===== src/rtl/matrix_scroll_ctrl_pkg.sv =====
// Shared types and constants for the LED-matrix scroll sequencer.
//   state_e   : sequencer FSM states
//   ROW_FIRST : one-hot enable of row index 0 (top row, MSB)
//   ROWS      : rows per frame
//   ADDR_W    : glyph ROM address / scroll offset width
//   max_u     : larger of two unsigned values, used for counter sizing
package matrix_pkg;

  typedef enum logic [1:0] {
    IDLE,
    RUN,
    DWELL
  } state_e;

  localparam logic [7:0]  ROW_FIRST = 8'h80;
  localparam int unsigned ROWS      = 8;
  localparam int unsigned ADDR_W    = 7;

  function automatic int unsigned max_u(input int unsigned a, input int unsigned b);
    return (a > b) ? a : b;
  endfunction

endpackage


===== src/rtl/matrix_scroll_ctrl_if.sv =====
// Control/display bundle between the scroll host and the sequencer.
//   en, dir, pause, sel : host controls (driven by master)
//   row                 : one-hot row enable, 0 = blank
//   rom_addr            : glyph ROM address for the active row
//   offset              : current scroll offset
//   grn_en, red_en      : colour column enables, frame-aligned
//   frame_tick          : one-cycle pulse at each frame boundary
// master = host side, slave = sequencer side.
interface matrix_scroll_ctrl_if;

  logic                               en;
  logic                               dir;
  logic                               pause;
  logic [1:0]                         sel;
  logic [matrix_pkg::ROWS-1:0]        row;
  logic [matrix_pkg::ADDR_W-1:0]      rom_addr;
  logic [matrix_pkg::ADDR_W-1:0]      offset;
  logic                               grn_en;
  logic                               red_en;
  logic                               frame_tick;

  modport master (
    output en, dir, pause, sel,
    input  row, rom_addr, offset, grn_en, red_en, frame_tick
  );

  modport slave (
    input  en, dir, pause, sel,
    output row, rom_addr, offset, grn_en, red_en, frame_tick
  );

endinterface


===== src/rtl/matrix_scroll_ctrl_tick_prescaler.sv =====
// Modulo-N counter producing the row-tick strobe.
//   i_clk   : clock
//   i_rst_n : synchronous active-low reset
//   i_clr   : synchronous clear (holds count at 0)
//   o_tick  : high while count == N-1 (one cycle in every N when not cleared)
module tick_prescaler #(
  parameter int unsigned N = 4096
) (
  input  logic i_clk,
  input  logic i_rst_n,
  input  logic i_clr,
  output logic o_tick
);

  localparam int unsigned W    = (N <= 2) ? 1 : $clog2(N);
  localparam logic [W-1:0] LAST = W'(N - 1);

  logic [W-1:0] r_count;

  always_ff @(posedge i_clk) begin
    if (!i_rst_n || i_clr) begin
      r_count <= '0;
    end else if (r_count == LAST) begin
      r_count <= '0;
    end else begin
      r_count <= r_count + W'(1);
    end
  end

  assign o_tick = (r_count == LAST);

endmodule


===== src/rtl/matrix_scroll_ctrl.sv =====
// Row-scan and scroll sequencer for the 8x8 LED-matrix digit scroller.
// Drives one-hot row strobes with a zero-skew glyph ROM address, steps the
// scroll offset every STEP_FRAMES frames, and latches colour enables at frame
// boundaries.
//   i_clk   : clock
//   i_rst_n : synchronous active-low reset
//   io_bus  : matrix_scroll_ctrl_if.slave (controls in, display signals out)
// Optional feature: define SCROLL_DWELL_EN to dwell HOLD_FRAMES frames whenever
// a step lands on a digit-aligned offset (offset % 8 == 0).
module matrix_scroll_ctrl
  import matrix_pkg::*;
#(
  parameter int unsigned SCAN_DIV    = 4096,
  parameter int unsigned STEP_FRAMES = 48,
  parameter int unsigned HOLD_FRAMES = 96,
  parameter int unsigned ADDR_MAX    = 80
) (
  input  logic                 i_clk,
  input  logic                 i_rst_n,
  matrix_scroll_ctrl_if.slave  io_bus
);

  localparam int unsigned FRAME_MAX = max_u(STEP_FRAMES, HOLD_FRAMES);
  localparam int unsigned FRAME_W   = (FRAME_MAX <= 2) ? 1 : $clog2(FRAME_MAX);
  localparam logic [FRAME_W-1:0] STEP_LAST = FRAME_W'(STEP_FRAMES - 1);
  localparam logic [FRAME_W-1:0] HOLD_LAST = FRAME_W'(HOLD_FRAMES - 1);
  localparam logic [ADDR_W-1:0]  OFF_MAX   = ADDR_W'(ADDR_MAX);

  state_e              r_state;
  logic [2:0]          r_cnt;
  logic                r_first;      // next row tick restarts at row 0
  logic [FRAME_W-1:0]  r_frames;     // frames since step, or dwell frames
  logic [7:0]          r_row;
  logic [ADDR_W-1:0]   r_rom_addr;
  logic [ADDR_W-1:0]   r_offset;
  logic                r_grn_en;
  logic                r_red_en;
  logic                r_frame_tick;

  logic                w_presc_tick;
  logic                w_presc_clr;
  logic                w_row_tick;
  logic                w_frame_end;
  logic                w_step;
  logic                w_dwell_go;
  logic [2:0]          w_cnt_nxt;
  logic [ADDR_W-1:0]   w_off_stepped;
  logic [ADDR_W-1:0]   w_off_eff;

  // Prescaler only runs in RUN/DWELL so the first tick lands SCAN_DIV cycles after IDLE exits.
  assign w_presc_clr = !io_bus.en || (r_state == IDLE);

  tick_prescaler #(
    .N (SCAN_DIV)
  ) u_presc (
    .i_clk   (i_clk),
    .i_rst_n (i_rst_n),
    .i_clr   (w_presc_clr),
    .o_tick  (w_presc_tick)
  );

  always_comb begin
    w_row_tick  = w_presc_tick && io_bus.en && (r_state != IDLE);
    w_frame_end = w_row_tick && !r_first && (r_cnt == 3'd7);
    w_cnt_nxt   = r_first ? 3'd0 : r_cnt + 3'd1;

    if (io_bus.dir) begin
      w_off_stepped = (r_offset == OFF_MAX) ? '0 : r_offset + ADDR_W'(1);
    end else begin
      w_off_stepped = (r_offset == '0) ? OFF_MAX : r_offset - ADDR_W'(1);
    end

    w_step    = w_frame_end && (r_state == RUN) && (r_frames == STEP_LAST) && !io_bus.pause;
    // rom_addr must use the post-step offset so the new frame is consistent from row 0.
    w_off_eff = w_step ? w_off_stepped : r_offset;

`ifdef SCROLL_DWELL_EN
    w_dwell_go = (w_off_stepped[2:0] == 3'd0);
`else
    w_dwell_go = 1'b0;
`endif
  end

  always_ff @(posedge i_clk) begin
    if (!i_rst_n) begin
      r_state      <= IDLE;
      r_cnt        <= '0;
      r_first      <= 1'b1;
      r_frames     <= '0;
      r_row        <= '0;
      r_rom_addr   <= '0;
      r_offset     <= OFF_MAX;
      r_grn_en     <= 1'b0;
      r_red_en     <= 1'b0;
      r_frame_tick <= 1'b0;
    end else begin
      r_frame_tick <= 1'b0;
      if (!io_bus.en) begin
        // Blank and hold offset/enables; clearing the frame count keeps RUN stepping sane.
        r_state  <= IDLE;
        r_row    <= '0;
        r_cnt    <= '0;
        r_first  <= 1'b1;
        r_frames <= '0;
      end else begin
        unique case (r_state)
          IDLE: r_state <= RUN;
          RUN: begin
            if (w_frame_end) begin
              if (w_step) begin
                r_offset <= w_off_stepped;
                r_frames <= '0;
                if (w_dwell_go) r_state <= DWELL;
              end else if (r_frames != STEP_LAST) begin
                r_frames <= r_frames + FRAME_W'(1);
              end
              // else: step due but paused -> counter saturates
            end
          end
          DWELL: begin
            if (w_frame_end) begin
              if (r_frames == HOLD_LAST) begin
                r_state  <= RUN;
                r_frames <= '0;
              end else begin
                r_frames <= r_frames + FRAME_W'(1);
              end
            end
          end
          default: r_state <= IDLE;
        endcase

        if (w_frame_end) begin
          r_frame_tick <= 1'b1;
          r_grn_en     <= io_bus.sel[0];
          r_red_en     <= io_bus.sel[1];
        end

        if (w_row_tick) begin
          r_cnt      <= w_cnt_nxt;
          r_first    <= 1'b0;
          r_row      <= ROW_FIRST >> w_cnt_nxt;
          r_rom_addr <= w_off_eff + ADDR_W'(w_cnt_nxt);
        end
      end
    end
  end

  assign io_bus.row        = r_row;
  assign io_bus.rom_addr   = r_rom_addr;
  assign io_bus.offset     = r_offset;
  assign io_bus.grn_en     = r_grn_en;
  assign io_bus.red_en     = r_red_en;
  assign io_bus.frame_tick = r_frame_tick;

endmodule

===== src/flat_wrapper.sv =====
// flat-port wrapper written by rule: the top's interface ports become plain ports
module matrix_scroll_ctrl_flat import matrix_pkg::*;
#(
  parameter int unsigned SCAN_DIV    = 4096,
  parameter int unsigned STEP_FRAMES = 48,
  parameter int unsigned HOLD_FRAMES = 96,
  parameter int unsigned ADDR_MAX    = 80
)
  (i_clk, i_rst_n, io_bus_en, io_bus_dir, io_bus_pause, io_bus_sel, io_bus_row, io_bus_rom_addr, io_bus_offset, io_bus_grn_en, io_bus_red_en, io_bus_frame_tick);
  matrix_scroll_ctrl_if io_bus_i ();
  input  logic i_clk;
  input  logic i_rst_n;
  input wire logic [$bits(io_bus_i.en)-1:0] io_bus_en;
  input wire logic [$bits(io_bus_i.dir)-1:0] io_bus_dir;
  input wire logic [$bits(io_bus_i.pause)-1:0] io_bus_pause;
  input wire logic [$bits(io_bus_i.sel)-1:0] io_bus_sel;
  output wire logic [$bits(io_bus_i.row)-1:0] io_bus_row;
  output wire logic [$bits(io_bus_i.rom_addr)-1:0] io_bus_rom_addr;
  output wire logic [$bits(io_bus_i.offset)-1:0] io_bus_offset;
  output wire logic [$bits(io_bus_i.grn_en)-1:0] io_bus_grn_en;
  output wire logic [$bits(io_bus_i.red_en)-1:0] io_bus_red_en;
  output wire logic [$bits(io_bus_i.frame_tick)-1:0] io_bus_frame_tick;
  assign io_bus_i.en = io_bus_en;
  assign io_bus_i.dir = io_bus_dir;
  assign io_bus_i.pause = io_bus_pause;
  assign io_bus_i.sel = io_bus_sel;
  assign io_bus_row = io_bus_i.row;
  assign io_bus_rom_addr = io_bus_i.rom_addr;
  assign io_bus_offset = io_bus_i.offset;
  assign io_bus_grn_en = io_bus_i.grn_en;
  assign io_bus_red_en = io_bus_i.red_en;
  assign io_bus_frame_tick = io_bus_i.frame_tick;
  matrix_scroll_ctrl #(.SCAN_DIV(SCAN_DIV), .STEP_FRAMES(STEP_FRAMES), .HOLD_FRAMES(HOLD_FRAMES), .ADDR_MAX(ADDR_MAX)) u_core (.i_clk(i_clk), .i_rst_n(i_rst_n), .io_bus(io_bus_i));
endmodule

===== config.mk =====
export PLATFORM = sky130hd
export DESIGN_NAME = matrix_scroll_ctrl_flat
export DESIGN_NICKNAME = d
export VERILOG_FILES = /design/src/rtl/matrix_scroll_ctrl_pkg.sv /design/src/rtl/matrix_scroll_ctrl_if.sv /design/src/rtl/matrix_scroll_ctrl_tick_prescaler.sv /design/src/rtl/matrix_scroll_ctrl.sv /design/src/flat_wrapper.sv
export SDC_FILE = /design/constraint.sdc
export NUM_CORES = 1
export LEC_CHECK = 0
export ABC_CLOCK_PERIOD_IN_PS = 7900
export BUFFER_PORTS_ARGS = -buffer_cell sky130_fd_sc_hd__buf_2
export CORE_MARGIN = 10
export CORE_UTILIZATION = 28
export DETAILED_ROUTE_END_ITERATION = 6
export SLEW_MARGIN = 10
export SYNTH_ARGS = -nofsm -noshare
export SYNTH_HDL_FRONTEND = slang
export SYNTH_HIERARCHICAL = 1
export SYNTH_SLANG_ARGS = --single-unit

===== constraint.sdc =====
create_clock -name i_clk -period 7.9 [get_ports i_clk]
set_input_delay 1.185 -clock i_clk [delete_from_list [all_inputs] [get_ports i_clk]]
set_output_delay 1.185 -clock i_clk [all_outputs]
set_load 0.02 [all_outputs]

; ---- Word-level counts from Yosys, hierarchy flattened
; Cells that the tools add are included.
[word_totals]
register_bits = 50
out_inout_bits = 25
inputBits = 7
[op_classes]
shifts = 1
mux = 15
n_addsub = 6
bitwise = 1
eq_ne = 12
reduce_logical = 24
[op_table]
columns = operator, count
row1 = $mux 7, 9
row2 = $add 7x1->7 const B, 2
row3 = $eq 7x7->1 const B, 2
row4 = $pmux 7 s2, 1
row5 = $add 12x1->12 const B, 1
row6 = $eq 12x12->1 const B, 1
row7 = $shr 8x3->8 const A, 1
row8 = $add 7x3->7, 1
row9 = $eq 7x6->1 const B, 1
row10 = $logic_and 1x1->1, 7
row11 = $logic_not 7->1, 1
row12 = $ne 7x6->1 const B, 1
row13 = $sub 7x1->7 const B, 1
row14 = $ne 2x1->1 const B, 3
row15 = $pmux 2 s3, 1
row16 = $reduce_and 2->1, 3
row17 = $reduce_and 3->1, 2
row18 = $logic_not 1->1, 4
row19 = $mux 2, 2
row20 = $reduce_and 4->1, 1
row21 = $reduce_bool 2->1, 2
row22 = $add 3x1->3 const B, 1
row23 = $eq 3x3->1 const B, 1
row24 = $mux 3, 1
row25 = 8 further kinds, 9

; ---- Depth between registers and ports, before layout
; Gate-level depths: netlist of the first run.
[logic_depth]
depth_word = 11
mapped_depth = 18
ltp_nobuf = 17

; ---- Cells and area by module
; Netlist of the first run, hierarchy kept.
[modules_own_cells]
columns = mod, n_inst, seq_area_each_um2, area_each_um2, cells_each
row1 = matrix_scroll_ctrl, 1, 740.7, 2011.9, 242
row2 = tick_prescaler, 1, 240.2, 584.3, 65

; ---- Worst setup path before layout of the first run
; Ideal clock, no wire load.
[synth_path]
kind = input-to-reg
startpoint = in io_bus_en
endpoint = reg u_core.r_rom_addr[6] (netlist: u_core/io_bus.rom_addr[6])
n_path_buf = 1
arrival_time_ps = 3689
t_required_ps = 7838
path_slack_ps = 4149
stages = 15
path_cell_list = and3_1 -> buf_2 -> nand3_1 -> nor2_2 -> o211ai_1 -> o21ai_0 -> ha_1 -> inv_1 -> fa_1 -> nor2b_1 -> o21ai_0 -> a31oi_1 -> a31oi_1 -> or4_1 -> nand3_1
[synth_via]
elab_chain_len = 9
elab_cells_between_ends = 10
cone_classes = add/sub: 1 / mux: 1 / reduce/logical: 8
[synth_lines]
columns = element, line
row1 = start: declaration, flat_wrapper.sv:13  ; input wire logic [$bits(io_bus_i.en)-1:0] io_bus_en;
row2 = $logic_and 1x1->1 (2 in series), matrix_scroll_ctrl.sv:63  ; w_row_tick = w_presc_tick && io_bus.en && (r_state != IDLE);
row3 = $logic_and 1x1->1 (2 in series), matrix_scroll_ctrl.sv:64  ; w_frame_end = w_row_tick && !r_first && (r_cnt == 3'd7);
row4 = $logic_and 1x1->1 (3 in series), matrix_scroll_ctrl.sv:73  ; w_step = w_frame_end && (r_state == RUN) && (r_frames == STEP_LAST) && !io_bus.pause;
row5 = $mux 7, --
row6 = via u_core.w_off_eff[0], matrix_scroll_ctrl.sv:48  ; logic [ADDR_W-1:0] w_off_eff;
row7 = $add 7x3->7, matrix_scroll_ctrl.sv:143  ; r_rom_addr <= w_off_eff + ADDR_W'(w_cnt_nxt);
row8 = end signal: assignment, matrix_scroll_ctrl.sv:143
row9 = end: declaration, matrix_scroll_ctrl.sv:34  ; logic [ADDR_W-1:0] r_rom_addr;
; The timed path passes the listed nets, and every way through them passes these cells.
; A chain may end at the register's enable or synchronous reset.

; ---- Final worst setup path of the first run
[layout_path]
startpoint = reg u_core.u_presc.r_count[4]
endpoint = reg u_core.r_rom_addr[6] (netlist: u_core/io_bus.rom_addr[6])
[layout_via]
elab_chain_len = 10
elab_cells_between_ends = 11
cone_classes = add/sub: 1 / eq/ne: 1 / mux: 1 / reduce/logical: 8
[layout_lines]
columns = element, line
row1 = start: declaration, matrix_scroll_ctrl_tick_prescaler.sv:18  ; logic [W-1:0] r_count;
row2 = start signal: assignment, matrix_scroll_ctrl_tick_prescaler.sv:26  ; r_count <= r_count + W'(1);
row3 = $eq 12x12->1, matrix_scroll_ctrl_tick_prescaler.sv:30  ; assign o_tick = (r_count == LAST);
row4 = via u_core.w_presc_tick, matrix_scroll_ctrl.sv:40  ; logic w_presc_tick;
row5 = $logic_and 1x1->1 (2 in series), matrix_scroll_ctrl.sv:63
row6 = $logic_and 1x1->1 (2 in series), matrix_scroll_ctrl.sv:64
row7 = $logic_and 1x1->1 (3 in series), matrix_scroll_ctrl.sv:73
row8 = $mux 7, --
row9 = via u_core.w_off_eff[0], matrix_scroll_ctrl.sv:48
row10 = $add 7x3->7, matrix_scroll_ctrl.sv:143
; The timed path passes the listed nets, and every way through them passes these cells.

==> results of run 1 <==
[cell type report]
cell class              instances  area (sq um)
fillers                       958          6240
multi-input cells             231          1490
flip-flops and latches         49           981
repair buffers                 31           155
well taps                     111           139
clock buffers                   5          68.8
inverters                      13          48.8
clock inverters                 3          28.8
[stage by stage]
| stage | cell area (sq um) | utilization (%) |
|---|---|---|
| 3_3_place_gp | 2820 | 30.8 |
| 2_1_floorplan | 2600 | - |
| 4_1_cts | 2910 | 31.8 |
| 6_report | 2910 | 31.8 |
| 3_5_place_dp | 2820 | 30.8 |
| 5_1_grt | 2910 | 31.8 |
[worst max-delay path: cells and delay by family, from the launching register on]
family,cells,cell delay (ns)
flops,1,0.40
buf+inv,1,0.06
simple gates,8,2.76
compound gates,5,0.62
fa+ha+maj,2,0.62
[cells by family (layout without fill, tap and decap cells)]
logic type	Yosys count	count (layout)	share of synthesized area, %
and+or+nand+nor	130	130	26.7
AOI/OAI and AO/OA	82	82	22.6
DFF	49	49	37.8
buffers and inverters	27	52	4.77
adders and majority gates	10	10	5.11
xor gates and xnor gates	8	8	2.70
muxes	1	1	0.386
[where the power goes]
part / leakage, nW / internal, W / switching [W]
Clock: 0.0506 / 0.0000664 / 0.0000942
Combinational: 0.672 / 0.00000323 / 0.00000828
Sequential: 0.395 / 0.000247 / 0.000000326
Total: 1.12 / 0.000317 / 0.000103
[Yosys cell counts, drive strengths merged, types with 5 or more instances]
| cell | n | area share, % |
|---|---|---|
| o31ai | 5 | 2.2 |
| a22oi | 7 | 2.2 |
| clkbuf | 6 | 0.87 |
| nand2 | 32 | 4.6 |
| and3 | 7 | 1.7 |
| nand3 | 14 | 2.9 |
| nor3 | 10 | 1.9 |
| or4 | 5 | 1.7 |
| nor2 | 28 | 4.1 |
| a21oi | 24 | 5.1 |
| o21ai | 12 | 2.5 |
| nand4 | 5 | 1.2 |
| a31oi | 7 | 1.9 |
| ha | 9 | 4.3 |
| dfxtp | 49 | 38 |
| buf | 8 | 2.0 |
| inv | 13 | 1.9 |
[sequential cells by signal (all words and copies together), names as in the netlist]
name                      count
u_core/io_bus.red_en          1
u_core/io_bus.frame_tick      1
u_core/u_presc/r_count       12
u_core/io_bus.offset          7
u_core/r_state                1
u_core/io_bus.grn_en          1
u_core/io_bus.rom_addr        7
u_core/r_frames               7
u_core/io_bus.row             8
u_core/r_cnt                  3
u_core/r_first                1
[final timing paths]
kind | end | startpoint | slack, ns
setup / recovery | u_core/io_bus.rom_addr[6] | u_core/u_presc/r_count[4] | 3.38
hold reg to reg | u_core/io_bus.rom_addr[2] | u_core/io_bus.rom_addr[2] | 0.46
hold / removal | u_core/io_bus.rom_addr[2] | u_core/io_bus.rom_addr[2] | 0.46
setup reg to reg | u_core/io_bus.rom_addr[6] | u_core/u_presc/r_count[4] | 3.38
[metal layers]
metal	GRT usage (%)	routed length, um	share of wire [%]	vias up
met3	2.41	257	4.0	7
met2	16.1	3110	48	44
met5	0	0	0	-
met1	12.4	3040	47	1078
met4	3.34	91	1.4	0
li1	-	-	-	1174
==> flow_summary.ini, run 1 <==
[critical_path]
slowest_stage = and3_1
crit_path_max_incr_delay_ns = 0.54
required_ns = 8.16
timing_worst_setup_path_type = reg -> reg
path_cells = nand4_1 > nor3_1 > and3_1 > nand3_1 > nor2_2 > o211ai_1 > o21ai_0 > ha_1 > inv_1 > fa_1 > nor2b_1 > o21ai_0 > a31oi_1 > a31oi_1 > or4_1 > nand3_1
cp_max_fo = 16
worstPathArrival_ns = 4.78
reg2reg_depth = 16
critPathLaunchType = flop
end_kind = flop

[synthesis]
synth_cell_types = 61
ys_seq_elements = 49
async_flop_share_pct = 0
syn_area_sq_um = 2600
synthCells = 307
yosysSeqAreaShare_pct = 37.8
ys.flop_type = dfxtp_1
synth_nets = 324
synth-edff-count = 0
syn_avg_cell_area_sq_um = 8.46
yosys_warnings = 6

[floorplan]
initial_utilization_pct = 28.4
io_pins = 32
die_area_sq_um = 13500
die_h_um = 116
die_w_um = 116
num_rows = 35
core-area_sq_um = 9150

[drt]
postRouteAntennaNets = 0
dr.pass1.iters = 4
routed_wl_mm = 6.49
avgViaCountPerCell = 5.20
drc = 0
vias = 2303
drt_iter0_drc = 173
wl_per_cell_um = 14.7

[power]
power.total_w = 0.000420
power.density_nw_per_um2 = 144
ir_drop_mv = 0.0699
p_leak_nw = 1.12

[global_route]
grtUsageTotal_pct = 9.86
first_global_vias = 2168
grt_pass1_wl_mm = 10.8
grt_start_max_net_pins = 22
antenna_found_initial = 0
gr-total-overflow = 0

[sta]
finClkSkew_ns = 0.0174
tightest_slew_ns = 0.785
hold_viol_final = 0
slew_headroom_pct = 47.5
holdWs_ns = 0.458
timing.fmax_ghz = 0.221
finalCriticalPeriod_ns = 4.52
grt_setup_unrepaired = no
setup_viol = 0
setup_tns_ns = 0
drv_slew = 0
fin_ws_ns = 3.38
post-route-period-util_pct = 57.2

[placed_design]
preCtsSetupSlack_ns = 3.36
place_inst = 435
gp_congestion = 0.874
dpl.hpwl_mm = 4.78
port-buffer-count = 31

[clock_tree]
ctsRootBufferMaster = clkbuf_8
ctsResizeCount = 0
post_cts_buffers = 0
numCtsBuffers = 5
cts_tree = yes
cts_hold_buf = 0
insertion_delay_ns = 0.31
cts_sinks = 49
clock_path_buffers = 2
cts_max_level = 2
clkTransAtPathRegs_ns = 0.11

[status]
status = finished clean

[cells_and_area]
drive_gt1_share_pct = 17.2
diodes = 0
final_nets = 348
area_growth_pct = 12.2
fin_cells = 443
final_cell_mix = dfxtp_1 (49), nand2_1 (32), buf_2 (31)
layout_commonest_cell = dfxtp_1

[job]
maxCapViolCount = 0

[hold_path]
hold_depth = 2
min_path_type = reg -> reg
Note: power is estimated with default switching activity, not from simulation.
==> inputs of run 2 (changes only) <==
Settings changed: ABC_CLOCK_PERIOD_IN_PS 7900 to 3750.
Clock period 7.9 ns to 3.75 ns, I/O delays scaled along.
==> run 2 against run 1 <==
  * Utilization rose by 1.3 points
  * First-iteration DRC count down 34%
  * Critical path depth shrank 1
  * Sequential cell count stayed put
  * Clock power up 140%
  * Via count up 0.87%
  * Non-clock buffer count rose by 7
  * Count of clock-buffer cells in the layout increased by 2
  * Critical endpoint unchanged
  * Combinational power rose by 110%
  * Sequential share of layout area down 1.3 points
==> flow_summary.ini, run 2 (synthesis gave the netlist of run 1 again) <==
[power]
ir_drop_mv = 0.166
power.total_w = 0.000938
p_leak_nw = 1.17
power.density_nw_per_um2 = 310

[clock_tree]
cts_tree = yes
clock_path_buffers = 2
numCtsBuffers = 5
clkTransAtPathRegs_ns = 0.09
cts_sinks = 49
ctsRootBufferMaster = clkbuf_8
cts_max_level = 2
insertion_delay_ns = 0.29

[critical_path]
crit_end = u_core/io_bus.rom_addr[6]
crit_start = u_core/io_bus.offset[0]
path_cells = inv_1 > ha_1 > nor4b_4 > a31oi_2 > o211ai_1 > o21ai_0 > ha_2 > inv_1 > fa_1 > nor2b_1 > o21ai_0 > a31oi_1 > a31oi_1 > or4_1 > nand3_1
required_ns = 3.99
r2r_setup_slack_ns = 0.33
end_kind = flop
timing_worst_setup_path_type = reg -> reg
critPathLaunchType = flop
cp_max_fo = 6
reg2reg_depth = 15
r2r_start = u_core/io_bus.offset[0]
worstPathArrival_ns = 3.66
slowest_stage = or4_1
r2r_end = u_core/io_bus.rom_addr[6]
crit_path_max_incr_delay_ns = 0.49

[floorplan]
die_area_sq_um = 13500
io_pins = 32
num_rows = 35
initial_utilization_pct = 28.4
core-area_sq_um = 9150
die_h_um = 116
die_w_um = 116

[drt]
drc = 0
routed_wl_mm = 6.38
wl_per_cell_um = 14.2
drt_iter0_drc = 115
vias = 2323
postRouteAntennaNets = 0
dr.pass1.iters = 4
avgViaCountPerCell = 5.16

[sta]
finalCriticalPeriod_ns = 3.42
drv_slew = 0
hold_viol_final = 0
setup_viol = 0
setup_tns_ns = 0
slew_headroom_pct = 52.2
tightest_slew_ns = 0.715
timing.fmax_ghz = 0.293
finClkSkew_ns = 0.00575
post-route-period-util_pct = 91.2

[global_route]
gr-total-overflow = 0
grt_start_max_net_pins = 22
grt_pass1_wl_mm = 10.6
first_global_vias = 2128
grtUsageTotal_pct = 9.68
antenna_found_initial = 0

[cells_and_area]
final_nets = 355
fin_cells = 450
area_growth_pct = 16.7
diodes = 0
top_register = u_core/u_presc/r_count
final_cell_mix = dfxtp_1 (48), nand2_1 (32), buf_2 (31)
drive_gt1_share_pct = 20.6
layout_commonest_cell = dfxtp_1
fin_util_pct = 33.1
largest_reg_flops = 12
fin_area_sq_um = 3030

[job]
maxCapViolCount = 0

[placed_design]
gp_congestion = 0.856
place_inst = 442
placed_area_sq_um = 2870
port-buffer-count = 31
dpl.hpwl_mm = 4.73

[status]
status = finished clean

[hold_path]
min_path_type = reg -> reg
==> run 2: cell count changes in the layout (fill, tap and decap cells not counted), sizes merged <==
cell / change
bufinv: +1
buf: +7
clkbuf: +2
clkinv: -1
inv: -2
==> run 2: metal layers <==
layer  up-vias  GRT usage [%]  wire length (um)
met5         -              0                 0
met4         0           4.00               102
met1      1096           12.4              3040
li1       1184              -                 -
met2        37           15.5              3040
met3         6           1.90               196
==> run 2: final cells by class <==
| cell class | count | area, sq um |
|---|---|---|
| tap | 111 | 139 |
| inverter | 13 | 48.8 |
| sequential | 49 | 982 |
| clock inverter | 1 | 30.0 |
| timing repair buffer | 38 | 208 |
| clock buffer | 7 | 86.3 |
| multi-input combinational | 231 | 1540 |
| fill | 946 | 6120 |
==> run 2: worst min path at each step <==
stage	startpoint	cells after the start	slack, ns	end
finish	u_core/io_bus.rom_addr[2]	2	0.46	u_core/io_bus.rom_addr[2]
global route	io_bus_sel[0]	3	0.49	u_core/io_bus.grn_en
CTS	u_core/io_bus.grn_en	2	0.46	u_core/io_bus.grn_en
detailed placement	u_core/io_bus.grn_en	2	0.45	u_core/io_bus.grn_en
global placement	u_core/io_bus.rom_addr[2]	2	0.44	u_core/io_bus.rom_addr[2]
floorplan	u_core/u_presc/r_count[0]	1	0.43	u_core/u_presc/r_count[0]
==> run 2: timing repair <==
item	CTS	global route
hold buffers	0	0
resized for setup	0	9
endpoints found under the setup margin	0	2
setup buffers	0	0
==> run 2: metrics by stage <==
stage	hold WS, ns	setup WS, ns
5_1_grt	0.491	-0.0186
6_report	0.457	0.332
3_5_place_dp	0.449	0.220
2_1_floorplan	0.430	0.200
4_1_cts	0.463	0.164
3_3_place_gp	0.441	0.339
==> run 2: critical path: cells and delay by family, from the launching register on <==
family / cells / cell delay, ns
buffers and inverters: 2 / 0.17
AO/OA/AOI/OAI: 6 / 0.93
flip-flops: 1 / 0.46
AND/OR/NAND/NOR: 4 / 0.90
adder cells (fa/ha/maj): 3 / 0.91
==> run 2: report_power, final <==
group,switching [W],total [W],internal [W]
Combinational,0.0000174,0.0000244,0.00000699
Sequential,0.000000893,0.000522,0.000521
Clock,0.000174,0.000392,0.000218
